File: src/rtl/uart_tx_fifo_peripheral.sv
// Buffered memory-mapped UART transmitter: DEPTH-entry byte FIFO drained by an 8N1 serializer.
// Define UART_TX_PARITY_EN to add the CTRL.parity_en bit and 8E1 framing.
module uart_tx_fifo_peripheral #(
    parameter int unsigned DEPTH     = 16,
    parameter logic [31:0] RESET_DIV = 32'd434
) (
    input  logic        clk,
    input  logic        resetn,
    input  logic        mem_valid,
    input  logic [1:0]  mem_addr,
    input  logic [31:0] mem_wdata,
    input  logic [3:0]  mem_wstrb,
    output logic [31:0] mem_rdata,
    output logic        mem_ready,
    output logic        uart_tx
);
    localparam int unsigned AW = $clog2(DEPTH);
    localparam int unsigned L  = AW + 1;

`ifdef UART_TX_PARITY_EN
    typedef enum logic [2:0] {S_IDLE, S_START, S_DATA, S_PARITY, S_STOP} state_t;
`else
    typedef enum logic [1:0] {S_IDLE, S_START, S_DATA, S_STOP} state_t;
`endif

    logic [7:0]    mem [DEPTH];
    logic [AW-1:0] wptr, rptr;
    logic [L-1:0]  level;
    logic          full, empty, overflow;
    logic [31:0]   div;
    logic          tx_en;
`ifdef UART_TX_PARITY_EN
    logic          par_en, par_on, par_bit;
`endif

    state_t        state;
    logic [31:0]   cnt, period;
    logic [2:0]    bitcnt;
    logic [7:0]    shift;

    logic accept, wr, rd, push, push_ok, pop, flush, ovf_clr, bit_done, start_frame, busy;
    logic [31:0] rd_val;

    assign accept   = mem_valid && !mem_ready;
    assign wr       = accept && mem_wstrb[0];
    assign rd       = accept && (mem_wstrb == 4'b0000);
    assign push     = wr && (mem_addr == 2'd1);
    assign ovf_clr  = wr && (mem_addr == 2'd2) && mem_wdata[3];
    assign flush    = wr && (mem_addr == 2'd3) && mem_wdata[1];

    assign full     = (level == L'(DEPTH));
    assign empty    = (level == '0);
    assign busy     = !empty || (state != S_IDLE);
    assign bit_done = (cnt == period - 32'd1);

    // The next frame is loaded straight out of the last STOP cycle so frames run back-to-back.
    assign start_frame = tx_en && !empty &&
                         ((state == S_IDLE) || ((state == S_STOP) && bit_done));
    assign pop         = start_frame;
    assign push_ok     = push && !flush && (!full || pop);

    always_ff @(posedge clk) begin
        if (push_ok) mem[wptr] <= mem_wdata[7:0];
    end

    always_ff @(posedge clk) begin
        if (!resetn) begin
            wptr  <= '0;
            rptr  <= '0;
            level <= '0;
        end else if (flush) begin
            rptr  <= wptr;
            level <= '0;
        end else begin
            if (push_ok) wptr <= wptr + 1'b1;
            if (pop)     rptr <= rptr + 1'b1;
            if (push_ok && !pop)      level <= level + 1'b1;
            else if (!push_ok && pop) level <= level - 1'b1;
        end
    end

    always_ff @(posedge clk) begin
        if (!resetn) begin
            overflow <= 1'b0;
            div      <= RESET_DIV;
            tx_en    <= 1'b1;
`ifdef UART_TX_PARITY_EN
            par_en   <= 1'b0;
`endif
        end else begin
            if (ovf_clr) overflow <= 1'b0;
            if (push && full && !pop && !flush) overflow <= 1'b1;
            if (wr && (mem_addr == 2'd0)) div <= mem_wdata;
            if (wr && (mem_addr == 2'd3)) begin
                tx_en  <= mem_wdata[0];
`ifdef UART_TX_PARITY_EN
                par_en <= mem_wdata[2];
`endif
            end
        end
    end

    always_comb begin
        rd_val = '0;
        case (mem_addr)
            2'd0: rd_val = div;
            2'd2: begin
                rd_val[0]      = busy;
                rd_val[1]      = full;
                rd_val[2]      = empty;
                rd_val[3]      = overflow;
                rd_val[4 +: L] = level;
            end
            2'd3: begin
                rd_val[0] = tx_en;
`ifdef UART_TX_PARITY_EN
                rd_val[2] = par_en;
`endif
            end
            default: rd_val = '0;
        endcase
    end

    always_ff @(posedge clk) begin
        if (!resetn) begin
            mem_ready <= 1'b0;
            mem_rdata <= '0;
        end else begin
            mem_ready <= accept;
            mem_rdata <= rd ? rd_val : '0;
        end
    end

    always_ff @(posedge clk) begin
        if (!resetn) begin
            state   <= S_IDLE;
            uart_tx <= 1'b1;
            cnt     <= '0;
            period  <= 32'd2;
            bitcnt  <= '0;
            shift   <= '0;
`ifdef UART_TX_PARITY_EN
            par_on  <= 1'b0;
            par_bit <= 1'b0;
`endif
        end else if (start_frame) begin
            shift   <= mem[rptr];
            period  <= (div < 32'd2) ? 32'd2 : div;
            cnt     <= '0;
            bitcnt  <= '0;
            state   <= S_START;
            uart_tx <= 1'b0;
`ifdef UART_TX_PARITY_EN
            par_on  <= par_en;
            par_bit <= ^mem[rptr];
`endif
        end else begin
            case (state)
                S_IDLE: uart_tx <= 1'b1;
                S_START: begin
                    if (bit_done) begin
                        cnt     <= '0;
                        state   <= S_DATA;
                        uart_tx <= shift[0];
                    end else begin
                        cnt <= cnt + 32'd1;
                    end
                end
                S_DATA: begin
                    if (bit_done) begin
                        cnt <= '0;
                        if (bitcnt == 3'd7) begin
`ifdef UART_TX_PARITY_EN
                            if (par_on) begin
                                state   <= S_PARITY;
                                uart_tx <= par_bit;
                            end else begin
                                state   <= S_STOP;
                                uart_tx <= 1'b1;
                            end
`else
                            state   <= S_STOP;
                            uart_tx <= 1'b1;
`endif
                        end else begin
                            bitcnt  <= bitcnt + 3'd1;
                            shift   <= shift >> 1;
                            uart_tx <= shift[1];
                        end
                    end else begin
                        cnt <= cnt + 32'd1;
                    end
                end
`ifdef UART_TX_PARITY_EN
                S_PARITY: begin
                    if (bit_done) begin
                        cnt     <= '0;
                        state   <= S_STOP;
                        uart_tx <= 1'b1;
                    end else begin
                        cnt <= cnt + 32'd1;
                    end
                end
`endif
                S_STOP: begin
                    if (bit_done) begin
                        cnt     <= '0;
                        state   <= S_IDLE;
                        uart_tx <= 1'b1;
                    end else begin
                        cnt <= cnt + 32'd1;
                    end
                end
                default: begin
                    state   <= S_IDLE;
                    uart_tx <= 1'b1;
                end
            endcase
        end
    end

endmodule

File: config.mk
export PLATFORM = sky130hd
export DESIGN_NAME = uart_tx_fifo_peripheral
export DESIGN_NICKNAME = d
export VERILOG_FILES = /design/src/rtl/uart_tx_fifo_peripheral.sv
export SDC_FILE = /design/constraint.sdc
export NUM_CORES = 1
export LEC_CHECK = 0
export CORE_ASPECT_RATIO = 0.5
export CORE_UTILIZATION = 54
export CTS_BUF_LIST = sky130_fd_sc_hd__clkbuf_2 sky130_fd_sc_hd__clkbuf_4 sky130_fd_sc_hd__clkbuf_8
export CTS_CLUSTER_DIAMETER = 120
export DETAILED_ROUTE_END_ITERATION = 16
export PLACE_DENSITY = 0.79
export SYNTH_ARGS = -nofsm -noshare
export SYNTH_HDL_FRONTEND = slang
export SYNTH_SLANG_ARGS = --single-unit
File: constraint.sdc
create_clock -name clk -period 4.35 [get_ports clk]
set_input_delay 0.87 -clock clk [delete_from_list [all_inputs] [get_ports clk]]
set_output_delay 0.87 -clock clk [all_outputs]
set_load 0.05 [all_outputs]
==> qor.txt, run 1 <==
Status -> completed
Grt ovf -> 0
Hold_buf cts -> 0
CP bufs+invs -> 3
WP data required -> 4.83 ns
Most used cell, CP -> buf_4
Max Freq -> 0.232 GHz
I/O Buffers -> 74
Initial Util -> 56.0%
First-pass GRT wire length -> 44.1 mm
Critical R2R Capture -> level[4]
Synthesis-to-layout area growth -> 16.8%
Clk slew on worst S/H paths -> 0.07 ns
Reg2reg start -> period[17]
Placed Area -> 13,500 um^2
CP max stage delay -> 0.51 ns
PwrDens -> 461 nW/um^2
Predominant post-synthesis flop cell -> dfxtp_1
Fillers -> 1,650
Chip width -> 216 um
Placed Instances -> 1,399
DIE HEIGHT -> 109 um
DR iter-0 viols -> 475
Setup tns final -> 0 ns
Drt pass-1 iters -> 5
Worst setup SP type -> flop
Critical path peak fanout -> 8
Die Footprint -> 23,500 um^2
Core area -> 22,100 um^2
Final period utilization -> 99.0%
HPWL Detailed -> 19.1 mm
Hold Path Stages -> 1
Number of inserted diodes -> 0
Clk sinks -> 290
Mean post-synth cell area -> 11.7 um^2
Pins Over Slew Limit -> 0
Via Count -> 8,461
Register bit count reported by yosys -> 290
Syn Std Cell Area -> 12,300 um^2
Unique cell type count in the Yosys netlist -> 61
Clock buffer depth -> 3
Post-layout util -> 65.4%
Reg2Reg Depth -> 18
Crit path kind -> flop to flop
Clk_skew -> 0.0334 ns
# IOs -> 75
Layout cells sized above 1 -> 14.8%
All-Layer GR Usage -> 24.1%
Fin crit period -> 4.31 ns
Hold Path Class -> flop to flop
Initial antenna violation count -> 0
Syn nets -> 1,115
Cell class contributing the biggest share of worst-path delay -> simple AND/OR/NAND/NOR gates
Number of synthesized flops with an enable pin -> 128
CTS Buf Count -> 40
Hold WS -> 0.452 ns
Worst-Skew Late Latency -> 0.55 ns
HP Start -> mem_ready
Max Cap Viol -> 0
Hold EP -> mem_ready
Wire per inst -> 18.9 um
CTS tree -> done
Worst path cell trace -> buf_4 > or4_1 > nand4bb_1 > a2111oi_0 > o21ai_0 > nor4_1 > nand4_1 > buf_4 > o211ai_2 > and2_4 > ha_4 > inv_6 > fa_2 > a21o_1 > a21oi_2 > xnor2_1 > or3_1 > a21oi_1
Reg-to-reg slack, setup -> 0.04 ns
Leakage -> 0.00511 uW
Syn Inst Count -> 1,054
ANT nets after route -> 0
Critical Path AT -> 4.79 ns
CP endpoint kind -> flop
Worst slew pin tran -> 1.13 ns
Slowest CP cell -> or4_1
Final Hold Vio Count -> 0
Clock root buffer -> clkbuf_8
Synth warn -> 0
VDD IR max -> 0.290 mV
Num rows -> 38
Post-route cell area -> 14,400 um^2
H-tree depth -> 2
Finish-stage setup viols -> 0
Vias in the first global route -> 8,404
GPL Wtd Cong -> 0.952
Critical Path Start -> period[17]
Largest net degree at the start of global routing -> 65
DRC -> 0
Vias per cell -> 5.73
Async S/R FF share, synth -> 0%
Seq/Total Area, Yosys -> 57.4%
Non-filler cells, final -> 1,476
Final wirelength -> 27.8 mm
Nets -> 1,207
Max_slew headroom -> 24.6%
[cell usage in the layout, fill, tap and decap left out, types with 35 or more instances in the layout]
cell and n:
dfxtp_1 159, xnor2_1 42, edfxtp_1 128, clkdlybuf4s50_1 74, a21oi_1 49, mux4_2 40, clkbuf_8 43, mux2i_1 49
nor2_1 100, nand2_1 100, xor2_1 35
[sequential cells by signal, indices dropped and copies added, names as in the netlist, 2 cells and up, named ones only]
| register | flops |
|---|---|
| mem | 128 |
| cnt | 32 |
| div | 32 |
| mem_rdata | 32 |
| period | 32 |
| shift | 8 |
| level | 5 |
| rptr | 4 |
| wptr | 4 |
| bitcnt | 3 |
| state | 2 |
[cell usage after synthesis, types with 3 or more instances]
cell,n,area (um^2)
a21o_1,5,37.5
a21oi_1,51,255
a22o_1,8,70.1
and2_1,28,175
and3_1,21,131
buf_1,8,30.0
buf_2,6,30.0
clkbuf_1,42,158
dfxtp_1,162,3240
edfxtp_1,128,3840
ha_1,19,238
inv_1,15,56.3
mux2i_1,49,490
mux4_2,40,901
nand2_1,100,375
nand2b_1,7,43.8
nand3_1,24,120
nand3b_1,4,30.0
nand4_1,19,119
nor2_1,100,375
nor2b_1,10,62.6
nor3_1,23,115
nor3b_1,4,30.0
nor4_1,19,119
o21ai_0,23,115
o311ai_0,3,26.3
or3_1,12,75.1
or4_1,5,37.5
xnor2_1,42,368
xor2_1,35,307
[stage by stage]
step	setup WS (ns)	power (uW)
2_1_floorplan	0.00823	4180
3_3_place_gp	0.171	4530
3_5_place_dp	0.0464	4580
4_1_cts	0.0324	6640
5_1_grt	-0.0531	6940
6_report	0.0419	6640
[where the power goes]
group          leakage, uW  internal, uW  total (uW)  switching [uW]
registers          0.00246          2950        3150             194
clock network     0.000433          1100        2080             984
logic              0.00221           687        1410             727
total              0.00511          4740        6640            1910
[layer usage]
metal	vias up	routed length [um]	global-route usage [%]
met2	235	14000	42.5
met5	-	0	0
met3	39	1460	4.55
met1	4181	11900	30.6
li1	4006	-	-
met4	0	466	6.74
[worst max path at each step]
| stage | end | slack, ns | cells past startpoint |
|---|---|---|---|
| after floorplan | level[4] | 0.008 | 20 |
| after global placement | level[4] | 0.17 | 16 |
| after detailed placement | level[4] | 0.05 | 16 |
| after CTS | level[4] | 0.03 | 16 |
| after global routing | level[4] | -0.05 | 20 |
| final | level[4] | 0.04 | 18 |
[layout make-up]
cell class,instances,area (um^2),area share [%]
clock inverters,8,41.3,0.286
multi-input cells,692,5110,35.4
inverters,16,65.1,0.451
flip-flops and latches,290,7090,49.2
clock buffers,64,749,5.20
repair buffers,106,985,6.83
well taps,300,375,2.60
[worst reg2reg max path: stages (launching register included)]
cell       delay [ns]
dfxtp_1          0.31
buf_4            0.15
or4_1            0.51
nand4bb_1        0.18
a2111oi_0        0.43
o21ai_0          0.14
nor4_1           0.38
nand4_1          0.18
buf_4            0.20
o211ai_2         0.18
and2_4           0.18
ha_4             0.16
inv_6            0.05
fa_2             0.36
a21o_1           0.20
a21oi_2          0.14
xnor2_1          0.09
or3_1            0.30
a21oi_1          0.12
[what timing repair did]
item	in CTS	in global routing
resized for setup	0	16
setup buffers	0	5
endpoints found under the setup margin	0	2
[logic make-up (layout without fill, tap and decap cells)]
| logic type | after synthesis | after routing | share of synthesized area [%] |
|---|---|---|---|
| and+or+nand+nor | 388 | 388 | 15.5 |
| DFF | 290 | 290 | 57.4 |
| AOI/OAI and AO/OA | 117 | 117 | 5.96 |
| muxes | 90 | 90 | 11.4 |
| xor gates and xnor gates | 77 | 77 | 5.46 |
| buffers and inverters | 72 | 194 | 2.25 |
| adders and majority gates | 20 | 20 | 2.09 |
Power figures use the tool's default switching activity.
==> inputs of run 2 (changes only) <==
- CAP_MARGIN: unset -> 20
==> run 2 against run 1 <==
Effect of this change: first-iteration DRC count is 8.2% higher; power hardly changed; sequential power hardly changed; routed wire length is 0.11% lower; critical path depth stayed put; critical path type unchanged; core utilization is 0.12 points higher; setup slack better by 0.018 ns; global-route usage stayed put; sequential share of layout area is 0.094 points lower; sequential cell count stayed put; clock-buffer cell count stayed put.
==> qor.txt, run 2 (synthesis gave the netlist of run 1 again) <==
CP bufs+invs -> 3
Largest register FFs -> 128
Drt pass-1 iters -> 5
Core area -> 22,100 um^2
Slowest CP cell -> or4_1
I/O Buffers -> 74
Die Footprint -> 23,500 um^2
Final period utilization -> 98.6%
Commonest non-fill, non-tap cell in the layout -> dfxtp_1
Max_slew headroom -> 42.8%
Hold_buf cts -> 0
Synthesis-to-layout area growth -> 17.0%
Initial antenna violation count -> 0
CTS tree -> done
Layout cells sized above 1 -> 14.9%
Net Switching -> 1900 uW
Hold Path Stages -> 1
Most used cell, CP -> buf_4
Reg2Reg Depth -> 18
Clk sinks -> 290
Vias per cell -> 5.72
Largest net degree at the start of global routing -> 65
Reg-to-reg slack, setup -> 0.06 ns
All-Layer GR Usage -> 24.1%
DR iter-0 viols -> 514
Final Hold Vio Count -> 0
CP endpoint kind -> flop
Via Count -> 8,450
Placed Instances -> 1,399
Fillers -> 1,650
HPWL Detailed -> 19.1 mm
Grt ovf -> 0
H-tree depth -> 2
Crit path kind -> flop to flop
CTS Buf Count -> 40
Non-filler cells, final -> 1,477
Nets -> 1,208
DIE HEIGHT -> 109 um
Clock buffer depth -> 3
Vias in the first global route -> 8,404
Worst slew pin tran -> 0.858 ns
Max Freq -> 0.233 GHz
PwrDens -> 460 nW/um^2
Critical Path AT -> 4.77 ns
Initial Util -> 56.0%
Status -> completed
Critical R2R Capture -> level[4]
Hold Path Class -> flop to flop
Total power draw -> 6640 uW
Internal power -> 4740 uW
Wire per inst -> 18.8 um
Pins Over Slew Limit -> 0
Worst path cell trace -> buf_4 > or4_1 > nand4bb_1 > a2111oi_0 > o21ai_0 > nor4_1 > nand4_1 > buf_4 > o211ai_2 > and2_4 > ha_4 > inv_6 > fa_2 > a21o_1 > a21oi_2 > xnor2_1 > or3_1 > a21oi_1
# IOs -> 75
Reg with most FFs -> mem
Cell class contributing the biggest share of worst-path delay -> simple AND/OR/NAND/NOR gates
HP Start -> mem_ready
Final wirelength -> 27.8 mm
Clock power frac -> 31.2%
Setup tns final -> 0 ns
GPL Wtd Cong -> 0.952
Chip width -> 216 um
WP data required -> 4.83 ns
Sequential Power Share -> 47.4%
Clock root buffer -> clkbuf_8
Finish-stage setup viols -> 0
Num rows -> 38
Switching part of the total -> 28.6%
Combinational fraction of design power -> 21.4%
Hold EP -> mem_ready
Max Cap Viol -> 0
Most frequent cells in the layout -> 159 x dfxtp_1, 128 x edfxtp_1, 100 x nor2_1, 100 x nand2_1, 74 x clkdlybuf4s50_1
Reg2reg start -> period[17]
Clk_skew -> 0.0316 ns
Critical path peak fanout -> 8
CP max stage delay -> 0.51 ns
Clk slew on worst S/H paths -> 0.07 ns
Number of inserted diodes -> 0
Worst setup SP type -> flop
ANT nets after route -> 0
Fin crit period -> 4.29 ns
DRC -> 0
Worst-Skew Late Latency -> 0.55 ns
Leakage -> 0.00512 uW
VDD IR max -> 0.290 mV
First-pass GRT wire length -> 44.1 mm
==> run 2: cell count changes in the layout (fill, tap and decap cells not counted), sizes merged <==
cell and change:
buf +1
==> run 2: area by class of cell <==
type                       count  area, um^2  share of cell area (%)
tap                          300         375                    2.60
clock buffer                  64         749                    5.19
inverter                      16        65.1                   0.450
multi-input combinational    692        5110                    35.4
clock inverter                 8        41.3                   0.286
timing repair buffer         107        1010                    7.01
sequential                   290        7090                    49.1
==> run 2: per-layer routing <==
layer	vias to the layer above	GRT usage, %	part of all wire (%)
met5	-	0	0
met4	0	6.74	1.6
met3	36	4.55	5.9
met2	241	42.5	51
met1	4165	30.6	42
li1	4008	-	-
==> run 2: how the worst max path moves through the flow <==
stage,startpoint,endpoint,slack [ns],depth (start not counted)
5_1_grt,period[0],level[4],-0.05,20
3_3_place_gp,period[18],level[4],0.17,16
3_5_place_dp,period[18],level[4],0.05,16
2_1_floorplan,period[14],level[4],0.008,20
4_1_cts,period[18],level[4],0.03,16
6_report,period[17],level[4],0.06,18
==> run 2: through the flow <==
stage	worst slack (ns)	util (%)	instance area (um^2)	hold WS, ns
2_1_floorplan	0.00823	-	12400	0.449
3_3_place_gp	0.171	61.2	13500	0.441
3_5_place_dp	0.0464	61.2	13500	0.447
4_1_cts	0.0324	64.8	14300	0.456
5_1_grt	-0.0531	65.5	14400	0.473
6_report	0.0598	65.5	14400	0.451
==> run 2: repair_timing <==
item	4_1_cts	5_1_grt
gates resized for setup	0	16
endpoints found under the setup margin	0	2
setup buffers	0	5
endpoints found under the hold margin	0	0
==> run 2: power groups by stage <==
stage / combinational, uW / sequential (uW) / clock [uW]
after floorplan: 1080 / 3100 / 0
after global placement: 1330 / 3200 / 0
after detailed placement: 1370 / 3210 / 0
after CTS: 1380 / 3150 / 2120
after global routing: 1530 / 3170 / 2250
final: 1420 / 3150 / 2070
==> inputs of run 3 (changes only) <==
- HOLD_SLACK_MARGIN: unset -> 0.03
- SKIP_LAST_GASP: unset -> 1
==> run 3 against run 2 <==
Effect of this change: clock power barely moved; via count barely moved; fmax barely moved; cell count did not move; clock-buffer cell count did not move; combinational power barely moved; cell area barely moved; first-iteration DRC count did not move; worst hold slack barely moved; clock skew barely moved; sequential power barely moved; routed wire length barely moved; critical endpoint unchanged.
==> qor.txt, run 3 (synthesis gave the netlist of run 1 again) <==
Status -> completed
Number of inserted diodes -> 0
Core area -> 22,100 um^2
ANT nets after route -> 0
Clk slew on worst S/H paths -> 0.07 ns
RSZ-0062 raised after global routing -> true
CP endpoint kind -> flop
HPWL Detailed -> 19.1 mm
Most frequent cells in the layout -> 159 x dfxtp_1, 128 x edfxtp_1, 100 x nor2_1, 100 x nand2_1, 74 x clkdlybuf4s50_1
GPL Wtd Cong -> 0.952
Critical path peak fanout -> 6
Fillers -> 1,651
Clock root buffer -> clkbuf_8
Max Freq -> 0.233 GHz
Wire per inst -> 18.8 um
PwrDens -> 460 nW/um^2
Grt ovf -> 0
Largest register FFs -> 128
Final period utilization -> 98.6%
Fin crit period -> 4.29 ns
Worst slew pin tran -> 0.858 ns
All-Layer GR Usage -> 24.1%
Setup tns final -> 0 ns
Chip width -> 216 um
Crit path kind -> flop to flop
Clock buffer depth -> 3
Hold_buf cts -> 0
Initial antenna violation count -> 0
H-tree depth -> 2
Hold Path Class -> flop to flop
Initial Util -> 56.0%
I/O Buffers -> 74
# IOs -> 75
Leakage -> 0.00512 uW
Final wirelength -> 27.8 mm
Vias per cell -> 5.72
CTS Buf Count -> 40
Worst-Skew Late Latency -> 0.55 ns
Hold WS -> 0.451 ns
Clk sinks -> 290
Synthesis-to-layout area growth -> 17.0%
Die Footprint -> 23,500 um^2
DIE HEIGHT -> 109 um
Nets -> 1,208
Commonest non-fill, non-tap cell in the layout -> dfxtp_1
Worst setup SP type -> flop
Clk_skew -> 0.0316 ns
Layout cells sized above 1 -> 14.9%
WP data required -> 4.83 ns
CTS tree -> done
Largest net degree at the start of global routing -> 65
Max_slew headroom -> 42.8%
Via Count -> 8,445
DRC -> 0
Vias in the first global route -> 8,404
DR iter-0 viols -> 514
Final Hold Vio Count -> 0
Reg with most FFs -> mem
VDD IR max -> 0.290 mV
Max Cap Viol -> 0
Pins Over Slew Limit -> 0
Finish-stage setup viols -> 0
Num rows -> 38
First-pass GRT wire length -> 44.1 mm
Critical Path AT -> 4.77 ns
Drt pass-1 iters -> 5
[run 3: cell types whose count changed in the layout (fill, tap and decap cells not counted)]
cell,delta
inv_6,-1
inv_4,+1
[run 3: worst max-delay path, cell delays in order, from the launching register on]
cell	delay, ns
dfxtp_4	0.36
or3_4	0.38
or4_4	0.57
or3_1	0.33
o31a_1	0.33
a211oi_4	0.34
nand3_2	0.14
o211ai_2	0.18
and2_4	0.18
ha_4	0.15
inv_4	0.06
fa_2	0.36
a21o_1	0.20
a21oi_2	0.14
xnor2_1	0.09
or3_1	0.30
a21oi_1	0.12
[run 3: area by class of cell]
type,instances,area [um^2],share of cell area [%]
well taps,300,375,2.60
multi-input cells,692,5110,35.4
inverters,16,62.6,0.433
clock inverters,8,41.3,0.286
repair buffers,107,1010,7.01
clock buffers,64,749,5.19
flip-flops and latches,290,7090,49.1
[run 3: stage by stage]
step           worst slack (ns)  instances  cell area [um^2]  power, uW  util, %
4_1_cts                  0.0324       1471             14300       6640     64.8
3_5_place_dp             0.0464       1399             13500       4580     61.2
2_1_floorplan           0.00823       1054             12400       4180        -
3_3_place_gp              0.171       1399             13500       4530     61.2
5_1_grt                 -0.0538       1477             14400       6940     65.5
6_report                 0.0605       1477             14400       6640     65.5
[run 3: path summary, 6_finish.rpt]
check / endpoint / from / depth (start not counted) / slack (ns)
worst max-delay path: level[4] / period[18] / 16 / 0.06
worst max register to register: level[4] / period[18] / 16 / 0.06
worst min-delay path: mem_ready / mem_ready / 1 / 0.45
worst min register to register: mem_ready / mem_ready / 1 / 0.45
[run 3: routing by layer]
metal  part of all wire [%]  global-route usage [%]  wire [um]  vias to the layer above
li1                       -                       -          -                     4008
met1                     42                    30.6      11700                     4162
met2                     51                    42.5      14100                      239
met3                    5.9                    4.55       1630                       36
met4                    1.5                    6.74        418                        0
met5                      0                       0          0                        -
[run 3: where the power goes]
group	leakage (uW)	internal, uW	switching, uW
Clock	0.000433	1100	979
Combinational	0.00223	689	729
Sequential	0.00246	2950	194
Total	0.00512	4740	1900
[run 3: timing repair]
action / 4_1_cts / 5_1_grt
buffers inserted: 0 / 5
resized for setup: 0 / 15
endpoints found under the setup margin: 0 / 2
